[src/rtl/xor_oper_pipe_if.sv]
// Operand/result handshake bundle for xor_oper_pipe.
// The engine takes the slave view; operand sources and result consumers use master.
interface xor_oper_pipe_if #(
    parameter int N  = 4,
    parameter int CH = 2
);
    logic              in_valid;
    logic              in_ready;
    logic [1:0]        mode;
    logic [CH*N-1:0]   a;
    logic [CH*N-1:0]   b;
    logic              out_valid;
    logic              out_ready;
    logic [CH*N-1:0]   co;
    logic [CH-1:0]     co_par;

    modport master (
        output in_valid, mode, a, b, out_ready,
        input  in_ready, out_valid, co, co_par
    );

    modport slave (
        input  in_valid, mode, a, b, out_ready,
        output in_ready, out_valid, co, co_par
    );
endinterface

[src/rtl/xor_oper_pipe.sv]
// xor_oper_pipe: CH-channel bitwise XOR/XNOR/accumulate engine with a
// stallable fixed-latency pipeline. A result captured in stage 0 on the
// acceptance edge reaches co LAT edges later.
// Optional build macro: XOR_OPER_PIPE_PARITY_EN adds registered per-channel
// parity on co_par; without it co_par is constant 0.

// Per-channel stage-0 logic: operand combine plus the running accumulator.
module xor_oper_lane #(
    parameter int N = 4
) (
    input  logic         clk,
    input  logic         rstn,
    input  logic         take,
    input  logic [1:0]   mode,
    input  logic [N-1:0] a,
    input  logic [N-1:0] b,
    output logic [N-1:0] r
);
    logic [N-1:0] acc;
    logic [N-1:0] x;

    assign x = a ^ b;

    // Result for this beat; ACC returns the value acc takes on this edge
    always_comb begin
        r = x;
        case (mode)
            2'd1:    r = ~x;
            2'd2:    r = acc ^ x;
            default: r = x;
        endcase
    end

    // Accumulator moves only on accepted ACC/LOAD beats
    always_ff @(posedge clk or negedge rstn) begin
        if (!rstn) begin
            acc <= '0;
        end else if (take) begin
            if (mode == 2'd2)
                acc <= acc ^ x;
            else if (mode == 2'd3)
                acc <= x;
        end
    end
endmodule

module xor_oper_pipe #(
    parameter int N   = 4,
    parameter int CH  = 2,
    parameter int LAT = 3
) (
    input logic           clk,
    input logic           rstn,
    xor_oper_pipe_if.slave bus
);
    logic                     en;
    logic                     take;
    logic [CH-1:0][N-1:0]     r;
    logic [LAT:0]             vld_pipe;
    logic [LAT:0][CH*N-1:0]   dat_pipe;

    // Whole pipe advances unless a valid result is being refused
    assign en           = !bus.out_valid || bus.out_ready;
    assign bus.in_ready = en;
    assign take         = bus.in_valid && en;

    genvar gi;
    generate
        for (gi = 0; gi < CH; gi++) begin : g_lane
            xor_oper_lane #(.N(N)) u_lane (
                .clk  (clk),
                .rstn (rstn),
                .take (take),
                .mode (bus.mode),
                .a    (bus.a[gi*N +: N]),
                .b    (bus.b[gi*N +: N]),
                .r    (r[gi])
            );
        end
    endgenerate

    // Stage 0 captures r on acceptance; bubbles shift through like beats
    always_ff @(posedge clk or negedge rstn) begin
        if (!rstn) begin
            vld_pipe <= '0;
            dat_pipe <= '0;
        end else if (en) begin
            vld_pipe <= {vld_pipe[LAT-1:0], take};
            dat_pipe <= {dat_pipe[LAT-1:0], r};
        end
    end

    assign bus.out_valid = vld_pipe[LAT];
    assign bus.co        = dat_pipe[LAT];

`ifdef XOR_OPER_PIPE_PARITY_EN
    logic [CH-1:0] par_q;

    // Parity is formed from the stage feeding co so it lands with co
    always_ff @(posedge clk or negedge rstn) begin
        if (!rstn) begin
            par_q <= '0;
        end else if (en) begin
            for (int i = 0; i < CH; i++)
                par_q[i] <= ^dat_pipe[LAT-1][i*N +: N];
        end
    end

    assign bus.co_par = par_q;
`else
    assign bus.co_par = '0;
`endif
endmodule

[src/flat_wrapper.sv]
// flat-port wrapper written by rule: the top's interface ports become plain ports
module xor_oper_pipe_flat 
#(
    parameter int N   = 4,
    parameter int CH  = 2,
    parameter int LAT = 3
)
  (clk, rstn, bus_in_valid, bus_mode, bus_a, bus_b, bus_out_ready, bus_in_ready, bus_out_valid, bus_co, bus_co_par);
  xor_oper_pipe_if #(.N(N), .CH(CH)) bus_i ();
  input logic clk;
  input logic rstn;
  input wire logic [$bits(bus_i.in_valid)-1:0] bus_in_valid;
  input wire logic [$bits(bus_i.mode)-1:0] bus_mode;
  input wire logic [$bits(bus_i.a)-1:0] bus_a;
  input wire logic [$bits(bus_i.b)-1:0] bus_b;
  input wire logic [$bits(bus_i.out_ready)-1:0] bus_out_ready;
  output wire logic [$bits(bus_i.in_ready)-1:0] bus_in_ready;
  output wire logic [$bits(bus_i.out_valid)-1:0] bus_out_valid;
  output wire logic [$bits(bus_i.co)-1:0] bus_co;
  output wire logic [$bits(bus_i.co_par)-1:0] bus_co_par;
  assign bus_i.in_valid = bus_in_valid;
  assign bus_i.mode = bus_mode;
  assign bus_i.a = bus_a;
  assign bus_i.b = bus_b;
  assign bus_i.out_ready = bus_out_ready;
  assign bus_in_ready = bus_i.in_ready;
  assign bus_out_valid = bus_i.out_valid;
  assign bus_co = bus_i.co;
  assign bus_co_par = bus_i.co_par;
  xor_oper_pipe #(.N(N), .CH(CH), .LAT(LAT)) u_core (.clk(clk), .rstn(rstn), .bus(bus_i));
endmodule
[config.mk]
export PLATFORM = sky130hd
export DESIGN_NAME = xor_oper_pipe_flat
export DESIGN_NICKNAME = d
export VERILOG_FILES = /design/src/rtl/xor_oper_pipe_if.sv /design/src/rtl/xor_oper_pipe.sv /design/src/flat_wrapper.sv
export SDC_FILE = /design/constraint.sdc
export NUM_CORES = 1
export LEC_CHECK = 0
export ABC_AREA = 0
export CORE_ASPECT_RATIO = 0.8
export CORE_MARGIN = 10
export CORE_UTILIZATION = 30
export CTS_BUF_LIST = sky130_fd_sc_hd__clkbuf_8
export DETAILED_ROUTE_END_ITERATION = 8
export PLACE_DENSITY_LB_ADDON = 0.08
export SYNTH_ARGS = -nofsm -noshare
export SYNTH_HDL_FRONTEND = slang
export SYNTH_HIERARCHICAL = 1
export SYNTH_SLANG_ARGS = --single-unit
export TNS_END_PERCENT = 30
[constraint.sdc]
create_clock -name clk -period 2 [get_ports clk]
set_input_delay 0.4 -clock clk [delete_from_list [all_inputs] [get_ports clk]]
set_output_delay 0.4 -clock clk [all_outputs]
set_load 0.02 [all_outputs]
==> results.ini, run 1 <==
[synth]
netlist_instances=189
syn_area_per_cell_um2=12.5
ys_seq_elements=44
syn-cell-area_mm2=0.00236
yosysSeqAreaShare_pct=46.6
ys_types=27
ys_warn_count=6

[clocking]
cts_setup_buffers=0
clock-sinks=44
cts_root_buffer=clkbuf_8
clk_path_buf_depth=2
h-tree-depth=2
clock_latency_ns=0.30
cts_buffers=5
clk_pin_slew_ns=0.09
cts_tree=done

[worst_setup_path]
critical_path_class=in -> reg
worstPathArrival_ns=1.98
cp-start-kind=input port
path_cells=clkdlybuf4s50_1, inv_1, ha_1, nor2b_1, o21ai_0, o31ai_1, mux2_4
crit_required_ns=2.19
slowest_stage=clkdlybuf4s50_1
path_max_fanout=11
cp-end-kind=flop
slowest_delay_ns=0.53
cp_num_buf_inv=2
path_delay_family=buffers and inverters

[floorplan]
rows=28
ios=34
die_area_mm2=0.0118
die_y_um=99.3
core_area_mm2=0.00753
die_w_um=119
initial_core_util_pct=31.3

[place]
place_inst=324
gp_congestion=0.756
port_buffers=31
dpl-instance-area_mm2=0.00278
dp_hpwl_um=3490

[grt]
grt_overflow=0
grt_max_degree=24
grt_pass1_vias=1502
grt_pass1_wl_um=7730
grt.total_usage_pct=8.01
antenna_found_initial=0

[timing]
fin_worst_skew_ns=0.00406
finalSetupTns_ns=0
finalHoldViolCount=0
timing.final.crit_share_pct=89.6
post-route-min-period_ns=1.79
drv_slew=0
rsz0062_at_grt=false
fmax_mhz=558
setup_viol=0

[detailed_routing]
ant_nets=0
drt_iter0_markers=98
drcViolationCount=0
wl_per_cell_um=13.9
wl_um=4630
vias_per_cell=4.48
via_count=1493
firstDrtPassIters=4

[pwr]
leakage_nw=1.31
p_per_area_mw_per_mm2=1160
total_power_mw=3.37
vdd_drop_max_mv=0.335

[final_layout]
utilization_pct=38.7
final_layout_size_suffix_gt1_share_pct=29.4
num_antenna_cells=0
syn2layout_area_growth_pct=23.4
final_area_mm2=0.00291
fillers=732
nNetsFinal=255
fin_cells=333

[min_path]
min_path_type=reg -> reg

[run]
drv_cap=0

[status]
status=finished, final reports clean

-- Yosys cell counts (all sizes together) --
| library cell | n | area (um^2) |
|---|---|---|
| a211oi | 6 | 55.1 |
| a21oi | 16 | 80.1 |
| a311oi | 2 | 17.5 |
| and2 | 3 | 18.8 |
| and3 | 6 | 37.5 |
| buf | 16 | 124 |
| conb | 1 | 3.75 |
| dfrtp | 44 | 1100 |
| ha | 6 | 75.1 |
| inv | 6 | 22.5 |
| mux2 | 35 | 458 |
| nand2 | 2 | 7.51 |
| nand2b | 2 | 20.0 |
| nand3b | 2 | 15.0 |
| nor2 | 2 | 7.51 |
| nor2b | 8 | 50.1 |
| o21a | 2 | 15.0 |
| o21ai | 8 | 40.0 |
| o22ai | 6 | 37.5 |
| o31ai | 8 | 60.1 |
| xor2 | 8 | 115 |
-- power breakdown --
part	total [mW]	switching, mW	internal [mW]
Sequential	1.44	0.202	1.24
Combinational	1.20	0.483	0.715
Clock	0.732	0.323	0.409
-- flip-flops by register name (all words and copies together), names as in the netlist --
register	count
u_core/dat_pipe	24
u_core/bus.co	8
u_core/g_lane.u_lane/acc	8
u_core/vld_pipe	4
-- cells by family (layout without fill, tap and decap cells) --
kind of cell    count (synthesis)  count (layout)  share of synthesized area (%)
flops                          44              44                           46.6
mux                            35              35                           19.4
fa+ha+maj                       6               6                           3.18
other cells                     1               2                          0.159
compound gates                 48              48                           12.9
buf+inv                        22              60                           6.20
simple gates                   25              25                           6.62
xor+xnor                        8               8                           4.88
-- routing by layer --
layer / track usage, % / part of all wire [%] / up-vias
met2: 11.0 / 42 / 28
met1: 11.1 / 52 / 716
met3: 2.54 / 4.6 / 8
met4: 3.66 / 1.8 / 0
met5: 0 / 0 / -
li1: - / - / 741
-- stage by stage --
stage	hold WS [ns]	setup WS, ns
6_report	0.472	0.208
3_3_place_gp	0.291	-0.0876
5_1_grt	0.497	0.109
3_5_place_dp	0.297	-0.113
4_1_cts	0.474	0.207
2_1_floorplan	0.104	0.241
-- cell usage in the layout, fill, tap and decap left out, types with 3 or more instances in the layout --
| master | n |
|---|---|
| a211oi_1 | 4 |
| a21oi_1 | 16 |
| and2_1 | 3 |
| and3_1 | 6 |
| buf_4 | 14 |
| clkbuf_8 | 6 |
| clkdlybuf4s50_1 | 29 |
| dfrtp_1 | 44 |
| ha_1 | 6 |
| inv_1 | 6 |
| mux2_2 | 18 |
| mux2_4 | 17 |
| nor2b_1 | 8 |
| o21ai_0 | 8 |
| o22ai_1 | 6 |
| o31ai_1 | 8 |
| xor2_2 | 6 |
-- final cells by class --
type,instances,area [um^2],share of cell area (%)
Clock buffer,6,82.6,2.84
Clock inverter,2,38.8,1.33
Inverter,6,22.5,0.773
Multi-Input combinational cell,124,1120,38.4
Sequential cell,44,1100,37.8
Tap cell,105,131,4.51
Timing Repair Buffer,46,419,14.4
-- worst paths after layout --
check	startpoint	slack, ns	depth (start not counted)	endpoint
min in group asynchronous	rstn	0.49	2	u_core/dat_pipe[21]$_DFFE_PN0P_
hold / removal	u_core/vld_pipe[2]$_DFFE_PN0P_	0.47	1	u_core/vld_pipe[3]$_DFFE_PN0P_
hold reg to reg	u_core/vld_pipe[2]$_DFFE_PN0P_	0.47	1	u_core/vld_pipe[3]$_DFFE_PN0P_
max in group asynchronous	rstn	0.98	3	u_core/dat_pipe[1]$_DFFE_PN0P_
setup / recovery	bus_mode[0]	0.21	7	u_core/dat_pipe[4]$_DFFE_PN0P_
setup reg to reg	u_core/vld_pipe[3]$_DFFE_PN0P_	0.46	6	u_core/g_lane[1].u_lane/acc[2]$_DFFE_PN0P_
-- timing repair --
item | CTS | global route
setup endpoints to repair | 1 | 0
gates resized for setup | 1 | 0
endpoints found under the hold margin | 11 | 0
hold buffers | 1 | 0
(Power assumes the default switching activity.)
==> run 2, diff against run 1 <==
- REMOVE_ABC_BUFFERS: default -> 1
- SLEW_MARGIN: default -> 30
- clock period: 2 -> 1.85 ns (I/O delays scaled with it)
==> results.ini, run 2 (synthesis results as in run 1) <==
[status]
status=finished, final reports clean

[clocking]
cts_setup_buffers=0  ; unchanged
clock_latency_ns=0.29  ; about the same
clk_pin_slew_ns=0.08  ; about the same
cts_root_buffer=clkbuf_8
ctsHoldBuffers=0  ; -1
cts-resized-gates=1  ; unchanged
h-tree-depth=2  ; unchanged
clock-sinks=44  ; unchanged
cts_tree=done
clk_path_buf_depth=2  ; unchanged
cts_buffers=5  ; unchanged

[timing]
finalSetupTns_ns=0  ; unchanged
post-route-min-period_ns=1.69
fin_worst_skew_ns=0.00446  ; +0.000402 ns
fmax_mhz=593
setup_viol=0  ; unchanged
whs_ns=0.000532  ; -0.471 ns
rsz0062_at_grt=false
timing.final.crit_share_pct=91.2
fin_ws_ns=0.164  ; -0.0441 ns
finalHoldViolCount=0  ; unchanged
drv_slew=0  ; unchanged

[final_layout]
layout_common_cells=44 x dfrtp_1, 29 x clkdlybuf4s50_1, 18 x mux2_2
nNetsFinal=251  ; -1.6%
num_antenna_cells=0  ; unchanged
final_layout_size_suffix_gt1_share_pct=29.1  ; -0.24 points
final_common_cell=dfrtp_1
largest-register=u_core/dat_pipe
final_area_mm2=0.00286  ; -1.9%
syn2layout_area_growth_pct=21.0
largest_reg_flops=24  ; unchanged

[worst_setup_path]
startpoint=bus_out_ready
path_cells=clkdlybuf4s50_1, nand2b_4, dlygate4sd2_1
path_delay_family=buffers and inverters
cp-start-kind=input port
cp-end-kind=output port
slowest_delay_ns=0.45  ; -0.08 ns
r2r_end=u_core/g_lane[0].u_lane/acc[1]$_DFFE_PN0P_
worstPathArrival_ns=1.32  ; -0.66 ns
critical_path_class=in -> out
slowest_stage=clkdlybuf4s50_1
cp_num_buf_inv=2  ; unchanged
crit_required_ns=1.48  ; -0.71 ns
r2r_slack_ns=0.39  ; -0.07 ns
r2r_cells=5  ; -1
regToRegStartpoint=u_core/vld_pipe[3]$_DFFE_PN0P_
path_max_fanout=5  ; -6

[floorplan]
rows=28  ; unchanged
die_area_mm2=0.0118  ; unchanged
core_area_mm2=0.00753  ; unchanged
ios=34  ; unchanged
die_w_um=119  ; unchanged
die_y_um=99.3  ; unchanged
initial_core_util_pct=31.3  ; unchanged

[pwr]
leakage_nw=1.27  ; -3.0%
vdd_drop_max_mv=0.327  ; -2.6%
p_per_area_mw_per_mm2=1200  ; +3.9%
total_power_mw=3.44  ; +1.9%

[detailed_routing]
vias_per_cell=4.65  ; +3.6%
drt_iter0_markers=53  ; -46%
wl_um=4410  ; -4.7%
wl_per_cell_um=13.4  ; -3.2%
firstDrtPassIters=4  ; unchanged
drcViolationCount=0  ; unchanged
ant_nets=0  ; unchanged
via_count=1524  ; +2.1%

[place]
dpl-instance-area_mm2=0.00277  ; -0.36%
place_ws_ns=-0.233  ; -0.121 ns
dp_hpwl_um=3400  ; -2.7%
port_buffers=31  ; unchanged
gp_congestion=0.798  ; +5.5%

[grt]
grt_pass1_wl_um=7560  ; -2.2%
antenna_found_initial=0  ; unchanged
grt_pass1_vias=1522  ; +1.3%
grt.total_usage_pct=7.80  ; -0.21 points
grt_max_degree=29  ; +21%
grt_overflow=0  ; unchanged

[min_path]
min_path_type=in -> async

[run]
drv_cap=0  ; unchanged

## run 2: cell types whose count changed in the layout (fill, tap and decap cells not counted)
cell / before / now
buf_4: 14 / 10
dlygate4sd3_1: 1 / 0
clkbuf_8: 6 / 5
clkinv_4: 1 / 0
ha_1: 6 / 4
clkinv_2: 0 / 1
buf_12: 0 / 1
clkinvlp_4: 0 / 1
ha_2: 0 / 2
bufinv_16: 1 / 0
## run 2: worst max path at each step
| stage | endpoint | depth (start not counted) |
|---|---|---|
| CTS | u_core/dat_pipe[1]$_DFFE_PN0P_ | 7 |
| global placement | u_core/dat_pipe[0]$_DFFE_PN0P_ | 7 |
| global route | u_core/dat_pipe[3]$_DFFE_PN0P_ | 7 |
| floorplan | u_core/g_lane[0].u_lane/acc[1]$_DFFE_PN0P_ | 5 |
| finish | bus_in_ready | 3 |
| detailed placement | u_core/dat_pipe[1]$_DFFE_PN0P_ | 7 |
## run 2: power by group
group,switching (mW),leakage (nW),internal (mW),total [mW]
combinational,0.521,0.678,0.778,1.30
clock,0.318,0.0400,0.256,0.574
sequential,0.223,0.549,1.34,1.56
## run 2: per-stage QoR
| stage | util [%] | instances |
|---|---|---|
| CTS | 37.9 | 328 |
| detailed placement | 36.8 | 321 |
| global placement | 36.8 | 321 |
| floorplan | - | 174 |
| global route | 37.9 | 328 |
| finish | 37.9 | 328 |
## run 2: final cells by class
| class | count | area (um^2) |
|---|---|---|
| inverter | 6 | 22.5 |
| tap | 105 | 131 |
| sequential | 44 | 1100 |
| fill | 743 | 4670 |
| timing repair buffer | 42 | 399 |
| clock buffer | 5 | 68.8 |
| multi-input combinational | 124 | 1120 |
| clock inverter | 2 | 12.5 |
## run 2: per-layer routing
| metal | vias to the layer above | part of all wire (%) | global-route usage (%) |
|---|---|---|---|
| met5 | - | 0 | 0 |
| met4 | 0 | 2.1 | 3.94 |
| met1 | 748 | 51 | 10.7 |
| met3 | 8 | 4.9 | 2.32 |
| li1 | 730 | - | - |
| met2 | 38 | 42 | 10.8 |
==> run 3, diff against run 2 <==
- CAP_MARGIN: default -> 20
==> results of run 3 <==
No change in the layout: final DEF, timing and power equal those of run 2.
